### src/rtl/fetch_unit.sv
`timescale 1ns/1ps
// -----------------------------------------------------------------------------
// fetch_unit
//
// Instruction fetch stage feeding the decoder. Holds the program counter,
// issues one 32-bit word read at a time to instruction memory, and presents
// the returned word together with its PC to decode. Redirects from execute
// override the PC, discard any response still in flight, and park the unit
// in FAULT when the target is not 4-byte aligned.
//
// Handshake semantics (both valid/ready channels): a transfer happens on a
// rising clock edge where valid and ready are both 1. Once valid is raised
// the payload stays constant until that transfer, unless a redirect cancels
// it. The response channel (mem_resp_valid/mem_resp_data) is a one-cycle
// pulse with no backpressure.
//
// Parameters:
//   RESET_VECTOR     PC loaded on reset (bits [1:0] must be 0)
//
// Ports:
//   clk              rising-edge clock
//   reset_n          asynchronous active-low reset
//   mem_req_valid    fetch request valid               (out)
//   mem_req_ready    memory accepts the request        (in)
//   mem_req_addr     word-aligned fetch address        (out, 32)
//   mem_resp_valid   read data returned, 1-cycle pulse (in)
//   mem_resp_data    instruction word                  (in, 32)
//   redirect_valid   PC override from execute          (in)
//   redirect_pc      new PC                            (in, 32)
//   inst_valid       instruction available to decode   (out)
//   inst_ready       decode consumes the instruction   (in)
//   inst_encoded     fetched instruction word          (out, 32)
//   inst_pc          address of inst_encoded           (out, 32)
//   misaligned_fault redirect target not 4-byte aligned (out)
//   dbg_state        current FSM state                 (out, 2)
//   dbg_drop_pending a cancelled response is still owed (out)
// -----------------------------------------------------------------------------
module fetch_unit #(
    parameter logic [31:0] RESET_VECTOR = 32'h0000_0000
) (
    input  logic        clk,
    input  logic        reset_n,
    output logic        mem_req_valid,
    input  logic        mem_req_ready,
    output logic [31:0] mem_req_addr,
    input  logic        mem_resp_valid,
    input  logic [31:0] mem_resp_data,
    input  logic        redirect_valid,
    input  logic [31:0] redirect_pc,
    output logic        inst_valid,
    input  logic        inst_ready,
    output logic [31:0] inst_encoded,
    output logic [31:0] inst_pc,
    output logic        misaligned_fault,
    output logic [1:0]  dbg_state,
    output logic        dbg_drop_pending
);

    typedef enum logic [1:0] {
        S_REQUEST   = 2'd0,
        S_WAIT_RESP = 2'd1,
        S_HOLD      = 2'd2,
        S_FAULT     = 2'd3
    } state_t;

    state_t      r_state;
    logic [31:0] r_pc;
    logic        r_drop_pending;
    logic [31:0] r_inst_encoded;
    logic [31:0] r_inst_pc;

    state_t      w_state_nxt;
    logic [31:0] w_pc_nxt;
    logic        w_drop_nxt;
    logic        w_latch;
    logic        w_req_valid;
    logic        w_req_fire;
    logic        w_outstanding;
    logic        w_misaligned;

    // Request is gated by reset as well so nothing is offered while the
    // unit is held in reset.
    assign w_req_valid  = (r_state == S_REQUEST) && !r_drop_pending && reset_n;
    assign w_req_fire   = w_req_valid && mem_req_ready;
    assign w_misaligned = (redirect_pc[1:0] != 2'b00);

    // A request is still unanswered after this edge if it is accepted now,
    // if we are waiting and the response is not here yet, or if a cancelled
    // response is owed and has not arrived this cycle. A response that lands
    // in the same cycle as a redirect is simply dropped, so nothing remains.
    assign w_outstanding = w_req_fire
                         || ((r_state == S_WAIT_RESP) && !mem_resp_valid)
                         || (r_drop_pending && !mem_resp_valid);

    always_comb begin
        w_state_nxt = r_state;
        w_pc_nxt    = r_pc;
        w_drop_nxt  = r_drop_pending && !mem_resp_valid;
        w_latch     = 1'b0;

        if (redirect_valid) begin
            // Redirect wins over every other event in the same cycle,
            // including a completing decode handshake or an arriving response.
            w_pc_nxt    = redirect_pc;
            w_drop_nxt  = w_outstanding;
            w_state_nxt = w_misaligned ? S_FAULT : S_REQUEST;
        end else begin
            unique case (r_state)
                S_REQUEST: begin
                    if (w_req_fire) begin
                        w_state_nxt = S_WAIT_RESP;
                    end
                end
                S_WAIT_RESP: begin
                    if (mem_resp_valid && !r_drop_pending) begin
                        w_latch     = 1'b1;
                        w_state_nxt = S_HOLD;
                    end
                end
                S_HOLD: begin
                    if (inst_ready) begin
                        w_pc_nxt    = r_pc + 32'd4;
                        w_state_nxt = S_REQUEST;
                    end
                end
                S_FAULT: begin
                    // Left only through an aligned redirect.
                    w_state_nxt = S_FAULT;
                end
                default: begin
                    w_state_nxt = S_REQUEST;
                end
            endcase
        end
    end

    always_ff @(posedge clk or negedge reset_n) begin
        if (!reset_n) begin
            r_state        <= S_REQUEST;
            r_pc           <= RESET_VECTOR;
            r_drop_pending <= 1'b0;
            r_inst_encoded <= 32'h0;
            r_inst_pc      <= 32'h0;
        end else begin
            r_state        <= w_state_nxt;
            r_pc           <= w_pc_nxt;
            r_drop_pending <= w_drop_nxt;
            if (w_latch) begin
                r_inst_encoded <= mem_resp_data;
                r_inst_pc      <= r_pc;
            end
        end
    end

    assign mem_req_valid    = w_req_valid;
    assign mem_req_addr     = r_pc;
    assign inst_valid       = (r_state == S_HOLD);
    assign inst_encoded     = r_inst_encoded;
    assign inst_pc          = r_inst_pc;
    assign misaligned_fault = (r_state == S_FAULT);
    assign dbg_state        = r_state;
    assign dbg_drop_pending = r_drop_pending;

endmodule
### config.mk
export PLATFORM = sky130hd
export DESIGN_NAME = fetch_unit
export DESIGN_NICKNAME = d
export VERILOG_FILES = /design/src/rtl/fetch_unit.sv
export SDC_FILE = /design/constraint.sdc
export NUM_CORES = 1
export LEC_CHECK = 0
export BUFFER_PORTS_ARGS = -buffer_cell sky130_fd_sc_hd__buf_2
export CAP_MARGIN = 10
export CELL_PAD_IN_SITES_DETAIL_PLACEMENT = 1
export CELL_PAD_IN_SITES_GLOBAL_PLACEMENT = 2
export CORE_MARGIN = 8
export CORE_UTILIZATION = 33
export CTS_CLUSTER_DIAMETER = 200
export DETAILED_ROUTE_END_ITERATION = 16
export GPL_TIMING_DRIVEN = 1
export PLACE_DENSITY = 0.87
export SKIP_LAST_GASP = 1
export SLEW_MARGIN = 20
export SYNTH_ARGS = -nofsm -noshare
export SYNTH_HDL_FRONTEND = slang
export SYNTH_SLANG_ARGS = --single-unit
export TNS_END_PERCENT = 5
### constraint.sdc
create_clock -name clk -period 7.3 [get_ports clk]
set_clock_uncertainty 0.2 [all_clocks]
set_input_delay 1.095 -clock clk [delete_from_list [all_inputs] [get_ports clk]]
set_output_delay 1.095 -clock clk [all_outputs]
set_load 0.01 [all_outputs]
* Word level (Yosys, flattened, before mapping) *
Cells that the tools add are included.

storage, ports and cells
  register bits after elaboration = 99
  bits of input ports = 70
  output and inout bits = 102
  logic and storage cells = 41

operators by class
  add/sub/neg operators = 1
  eq/ne operators = 6
  mux-type cells = 13
  reduce and logical (&&, ||, !) cells = 16

operators by type and width
  kind                                                                     count
  32-bit 2-to-1 mux                                                        3
  32-bit by 3-bit adder with 32-bit output, second input constant          1
  2-bit 2-to-1 mux                                                         5
  2-bit case mux with 4 select lines                                       1
  1-bit logical AND                                                        6
  3-bit by 2-bit inequality test with 1-bit output, second input constant  2
  2-bit nonzero test                                                       3
  2-bit == test, second input constant                                     2
  1-bit 2-to-1 mux                                                         4
  3-bit inequality test, second input constant                             1
  3-bit AND reduction                                                      1
  2-bit by 1-bit == test with 1-bit output, second input constant          1
  1-bit logical NOT                                                        2
  2-bit logical NOT                                                        1
  1-bit logical OR                                                         2
  2-bit AND reduction                                                      1

* Depth between registers and ports, before layout *
Gate-level depths: netlist of run 1.

  depth in word-level cells = 7
  gate-level depth with buffers = 8
  mapped depth without buffers = 6

* Worst setup path after synthesis of run 1 *
No wires, ideal clock.

  path type = in2reg
  start = in redirect_valid
  end = reg r_inst_encoded[0] (netlist: inst_encoded[0])
  library setup time = 0.125 ns
  arrival = 2.545 ns
  required time = 6.975 ns
  setup slack = 4.430 ns
  cell stages on the path = 4
  path buffers = 2
  cells stage by stage = clkbuf_1 nor3_1 buf_2 mux2_2

between the ends
  longest elaborated chain between the ends = 1

ends and longest elaborated chain
  element                 RTL line  text
  start: declaration      48        input logic redirect_valid,
  1-bit 2-to-1 mux        101       if (redirect_valid) begin
  end signal: assignment  149       r_inst_encoded <= mem_resp_data;
  end: declaration        69        logic [31:0] r_inst_encoded;

Every way passes these cells.
A chain may end at the register's enable or synchronous reset.

* Final worst setup path of run 1 *
  start = in reset_n
  end = out mem_req_valid

between the ends
  longest elaborated chain between the ends = 1

ends and longest elaborated chain
  element             RTL line  text
  start: declaration  42        input logic reset_n,
  1-bit logical AND   83        assign w_req_valid = (r_state == S_REQUEST) && !r_drop_pending && reset_n;
  end: declaration    43        output logic mem_req_valid,

Every way passes these cells.

==> summary.md, run 1 <==
| Metric | Value |
|---|---|
| Fmax | `0.301 GHz` |
| Hold Path Class | `flop to flop` |
| Core area | `13200 um2` |
| Post-cts hold buffer count | `0` |
| Drt initial violations | `121` |
| Post-CTS resize count | `0` |
| # DRC | `0` |
| Placer Congestion | `0.723` |
| Clock sinks | `99` |
| Placed Cells incl. Taps | `696` |
| Avg Inst Size Synth | `12.2 um2` |
| Crit path launch | `reset_n` |
| RSZ-0062 raised after global routing | `false` |
| Filler cells | `1499` |
| CP max-delay cell | `buf_4` |
| Post-DRT Antenna Nets | `0` |
| Grt met1 use | `0.180` |
| DP Area | `5450 um2` |
| Number of synthesized register bits | `99` |
| Nets | `606` |
| Total number of yosys warnings | `0` |
| Final Instance Area | `5760 um2` |
| Vias per Instance | `5.03` |
| Synth unique cells | `33` |
| Die height | `132 um` |
| Crit path cell chain | `buf_4 > and3b_1 > buf_2` |
| Initial antenna violation count | `0` |
| Power Dens Cells | `355 nW/um2` |
| CTS Root Cell | `clkbuf_16` |
| CP Data Arrival Time | `2.03 ns` |
| Mapped Cells | `364` |
| Setup crit start kind | `input port` |
| # port buffers | `171` |
| Top Ports | `172` |
| Post-synthesis sequential area ratio | `0.560` |
| Initial Util | `0.335` |
| Hold slack | `0.304 ns` |
| First-pass GRT wire length | `21900 um` |
| Antenna Cells | `0` |
| Fin. Hold Viols | `0` |
| Slew Limit Fails | `0` |
| GR Util met3 | `0.0431` |
| Launching point of the worst reg2reg path | `dbg_state[0]` |
| Top Usage Layer GRT | `met2` |
| Post-Layout Cell Count | `711` |
| Hpwl dp | `9830 um` |
| Syn nets | `439` |
| Most frequent cells in the layout | `170 x buf_2, 99 x dfrtp_1, 69 x mux2_2` |
| Layout cell share with drive strength beyond 1 | `0.488` |
| TritonCTS clock tree | `built` |
| Area growth syn-to-layout | `30.3%` |
| FF-to-FF path depth | `6` |
| Die width | `132 um` |
| Vias in the first global route | `4020` |
| CP Max Fanout | `51` |
| CTS clk-pin slew, worst paths | `0.06 ns` |
| Largest net degree at the start of global routing | `65` |
| Critical path's largest stage delay | `0.50 ns` |
| Total CTS buffers | `9` |
| Clock tree buffer depth | `2` |
| Final wirelength | `13200 um` |
| Maximum vdd ir drop | `0.000210 V` |
| WHS Path Cells | `1` |
| Vias | `3575` |
| WP data required | `6.00 ns` |
| Setup TNS | `0 ns` |
| Post-CTS Setup Bufs | `0` |
| Worst slew pin tran | `0.826 ns` |
| Ys async rst share | `1.00` |
| Status | `finished clean` |
| Clock latency at the later pin of the worst-skew pair | `0.36 ns` |
| Leakage | `2.64 nW` |
| Total power draw | `2.05 mW` |
| Post-synth EDFFs | `0` |
| WS Path Type | `input port to output pin` |
| Wire per inst | `18.5 um` |
| CP endpoint kind | `output pin` |
| Primary FF master, synth | `dfrtp_1` |
| Row count | `42` |
| Most common cell after layout, fill and taps aside | `buf_2` |
| Setup Viol. Count Final | `0` |
| Max-cap violation count | `0` |
| Total die area | `17400 um2` |
| Fin crit period | `3.33 ns` |
| Final period util | `0.456` |
| Global route total overflow | `0` |
| Number of iterations in the first detailed-routing pass | `4` |
| H-tree Lvls | `3` |
| Hold_sp | `inst_pc[10]` |
| Syn Std Cell Area | `4420 um2` |
| Slew headroom | `0.449` |
| GRT Overall Usage | `0.156` |
| M2 GR Usage | `0.266` |
-- metrics by stage --
| step | utilization | setup slack, ns |
|---|---|---|
| 4_1_cts | 0.437 | 3.93 |
| 2_1_floorplan | - | 4.43 |
| 3_5_place_dp | 0.413 | 3.93 |
| 6_report | 0.437 | 3.97 |
| 5_1_grt | 0.437 | 3.84 |
| 3_3_place_gp | 0.413 | 3.94 |
-- worst max-delay path, delay by kind of cell --
family	cells	cell delay [ns]
buffers and inverters	2	0.65
AND/OR/NAND/NOR	1	0.28
-- worst paths after layout --
check	slack [ns]	end
worst max-delay path	3.97	mem_req_valid
worst min-delay path	0.30	inst_pc[10]
worst max register to register	4.54	mem_req_addr[29]
worst min register to register	0.30	inst_pc[10]
max in group asynchronous	5.20	mem_req_addr[3]
min in group asynchronous	0.56	mem_req_addr[8]
-- final cells by class --
cell class | instances | area (um2) | area share
Sequential cell | 99 | 2480 | 0.430
Multi-Input combinational cell | 239 | 1840 | 0.319
Timing Repair Buffer | 174 | 881 | 0.153
Clock buffer | 11 | 243 | 0.0421
Tap cell | 176 | 220 | 0.0382
Clock inverter | 4 | 73.8 | 0.0128
Inverter | 8 | 30.0 | 0.00521
-- cell usage after synthesis, types with 8 or more instances --
master     n  area [um2]
or4_1     15         113
o21ai_0   15        75.1
nand2_1   21        78.8
nand3_1   13        65.1
dfrtp_1   99        2480
clkbuf_1  11        41.3
o31ai_1   15         113
a31oi_1   18         113
mux2_2    69         777
inv_1      8        30.0
nor2_1    19        71.3
-- power breakdown --
| group | switching [mW] | internal, mW |
|---|---|---|
| clock | 0.210 | 0.309 |
| combinational | 0.327 | 0.332 |
| sequential | 0.122 | 0.748 |
-- cells by family (layout without fill, tap and decap cells) --
family | after synthesis | after routing | synth area share
buffers and inverters | 26 | 197 | 0.0255
muxes | 70 | 70 | 0.178
xor gates and xnor gates | 11 | 11 | 0.0218
adders and majority gates | 5 | 5 | 0.0141
DFF | 99 | 99 | 0.560
AOI/OAI and AO/OA | 52 | 52 | 0.0744
and+or+nand+nor | 101 | 101 | 0.126
-- state kept, by name (all words and copies together) (netlist names) --
register and cells:
mem_req_addr 32, dbg_drop_pending 1, inst_pc 32, dbg_state 2
inst_encoded 32
-- layer usage --
layer,share of wire,up-vias
met1,0.41,1790
met2,0.51,97
met3,0.055,18
li1,-,1670
met4,0.021,0
met5,0,-
(Power assumes the default switching activity.)
==> run 2: changes to the inputs <==
CORE_UTILIZATION = 30   (was 33)
PLACE_DENSITY = 0.8   (was 0.87)
clock period = 3.5 ns   (was 7.3 ns; I/O delays follow)
==> run 2 against run 1 <==
  * Critical path depth increased by 3
  * Hold slack worse by 0.12 ns
  * Critical endpoint is now mem_req_addr[29]
  * Register-to-register slack lost 3.8 ns
  * Cell count increased by 1.7%
  * Critical path type is now flop to flop
  * First-iteration DRC count is 40% higher
  * Die area up 8.8%
  * Routed wire length up 0.72%
  * Non-clock buffer count grew 1
  * Sequential power rose by 110%
  * Design area up 1.1%
  * Core utilization decreased by 3.5 points
  * Via count increased by 0.56%
==> summary.md, run 2 (same netlist as run 1, synthesis figures left out) <==
| Metric | Value |
|---|---|
| Status | `finished clean` |
| Worst Hold Endpoint | `mem_req_addr[6]` |
| # DRC | `0 (unchanged)` |
| Vias in the first global route | `3981 (-0.97%)` |
| Largest net degree at the start of global routing | `69 (+6.2%)` |
| Clock sinks | `99 (unchanged)` |
| Dpl ws | `0.802 ns (-3.13 ns)` |
| Clock tree buffer depth | `2 (unchanged)` |
| Maximum vdd ir drop | `0.000323 V (+54%)` |
| Total die area | `18900 um2 (+8.8%)` |
| CTS clk-pin slew, worst paths | `0.07 ns (about the same)` |
| GRT Overall Usage | `0.144 (-0.0117)` |
| Crit path launch | `dbg_state[0]` |
| Final period util | `0.780` |
| Seq pwr share | `0.417 (-0.008)` |
| Worst slew pin tran | `0.870 ns (+0.0437 ns)` |
| Logic pwr share | `0.322 (about the same)` |
| H-tree Lvls | `3 (unchanged)` |
| Most frequent cells in the layout | `170 x buf_2, 99 x dfrtp_1, 69 x mux2_2` |
| Slew Limit Fails | `0 (unchanged)` |
| Power Dens Cells | `744 nW/um2 (+110%)` |
| RSZ-0062 raised after global routing | `false` |
| Vias | `3595 (+0.56%)` |
| Total CTS buffers | `9 (unchanged)` |
| Row count | `44 (+4.8%)` |
| Drt initial violations | `170 (+40%)` |
| Slew headroom | `0.420 (-0.0292)` |
| Clk pwr share | `0.261 (+0.008)` |
| Post-DRT Antenna Nets | `0 (unchanged)` |
| Worst flop-to-flop path endpoint | `mem_req_addr[29]` |
| Clock latency at the later pin of the worst-skew pair | `0.35 ns (about the same)` |
| Top Usage Layer GRT | `met2` |
| FF-to-FF path depth | `6 (unchanged)` |
| WHS Path Cells | `3 (+2)` |
| Hold Path Class | `input port to flop` |
| Setup TNS | `0 ns (unchanged)` |
| Int Power | `2.96 mW (+110%)` |
| Layout cell share with drive strength beyond 1 | `0.488 (about the same)` |
| Hpwl dp | `9940 um (+1.1%)` |
| Launching point of the worst reg2reg path | `dbg_state[0]` |
| Leakage | `2.65 nW (+0.53%)` |
| Fmax | `0.366 GHz` |
| Global route total overflow | `0 (unchanged)` |
| # port buffers | `171 (unchanged)` |
| Reg2reg setup slack | `0.77 ns (-3.77 ns)` |
| Max-cap violation count | `0 (unchanged)` |
| Nets | `607 (+0.17%)` |
| Switching power | `1.38 mW (+110%)` |
| Setup ws final | `0.769 ns (-3.20 ns)` |
| CTS Root Cell | `clkbuf_16` |
| Initial antenna violation count | `0 (unchanged)` |
| Fin crit period | `2.73 ns` |
| Die height | `137 um (+4.3%)` |
| Wire per inst | `18.3 um (-0.95%)` |
| Setup Viol. Count Final | `0 (unchanged)` |
| First-pass GRT wire length | `21200 um (-3.1%)` |
| Number of iterations in the first detailed-routing pass | `4 (unchanged)` |
| Die width | `137 um (+4.3%)` |
| M2 GR Usage | `0.247 (-0.0182)` |
| Sw Share | `0.318 (-0.00407)` |
| Placer Congestion | `0.724 (about the same)` |
| WP data required | `3.56 ns (-2.44 ns)` |
| Final wirelength | `13300 um (+0.72%)` |
| CP Max Fanout | `24 (-53%)` |
| TritonCTS clock tree | `built` |
| CP endpoint kind | `flop` |
| WS Path Type | `flop to flop` |
| CP Data Arrival Time | `2.79 ns (+0.76 ns)` |
| Setup crit start kind | `flop` |
| Grt met1 use | `0.166 (-0.0131)` |
| Area growth syn-to-layout | `31.7%` |
| Fin. Hold Viols | `0 (unchanged)` |
| Vias per Instance | `4.97 (-1.1%)` |
| GR Util met3 | `0.0365 (-0.00659)` |
| Final core utilization | `0.402 (-0.0347)` |
| Initial Util | `0.306 (-0.0299)` |
| Core area | `14500 um2 (+9.8%)` |
| Hold_sp | `redirect_pc[6]` |
| Most common cell after layout, fill and taps aside | `buf_2` |
| Top Ports | `172 (unchanged)` |
[run 2: cell types whose count changed in the layout (fill, tap and decap cells not counted), sizes merged]
| cell | previous run | this run |
|---|---|---|
| diode | 0 | 2 |
| clkinvlp | 0 | 1 |
| clkbuf | 11 | 10 |
| dlygate4sd3 | 0 | 1 |
| bufinv | 2 | 3 |
[run 2: final cells by class]
type	instances	area (um2)
inverters	8	30.0
diodes	2	5.00
clock buffers	10	229
multi-input cells	239	1840
repair buffers	175	903
flip-flops and latches	99	2480
well taps	184	230
clock inverters	6	111
fillers	1633	8650
[run 2: per-layer routing]
layer,up-vias,share of wire
li1,1679,-
met1,1814,0.41
met2,93,0.52
met3,9,0.064
met4,0,0.012
met5,-,0
[run 2: timing repair]
| item | in CTS | in global routing |
|---|---|---|
| endpoints found under the hold margin | 31 | 0 |
| gates resized for setup | 0 | 0 |
| hold buffers | 1 | 0 |
| setup buffers | 0 | 0 |
[run 2: per-stage QoR]
step	cell area, um2	power [mW]	hold slack (ns)	std cells
after floorplan	4420	2.55	0.0294	364
after global placement	5470	3.18	0.284	704
after detailed placement	5470	3.27	0.291	704
after CTS	5820	4.43	0.170	721
after global routing	5820	4.62	0.193	721
final	5830	4.33	0.187	723
[run 2: worst max-delay path by stage]
stage | endpoint | slack, ns | cells after the start
CTS | mem_req_addr[25] | 0.78 | 6
floorplan | mem_req_addr[27] | 0.92 | 7
global placement | mem_req_addr[25] | 0.94 | 6
finish | mem_req_addr[29] | 0.77 | 6
detailed placement | mem_req_addr[31] | 0.80 | 6
global route | mem_req_addr[29] | 0.60 | 6
[run 2: critical path: stages, from the launching register on]
cell and delay [ns]:
dfrtp_1 0.44, inv_1 0.13, ha_1 0.30, nand2_2 0.17
or4_4 0.68, or4_1 0.54, a31oi_1 0.18
[run 2: power groups by stage]
stage | registers, mW | logic, mW | clock network [mW]
floorplan | 2.01 | 0.540 | 0
finish | 1.81 | 1.40 | 1.13
detailed placement | 1.84 | 1.43 | 0
CTS | 1.82 | 1.44 | 1.17
global placement | 1.80 | 1.39 | 0
global route | 1.88 | 1.54 | 1.21
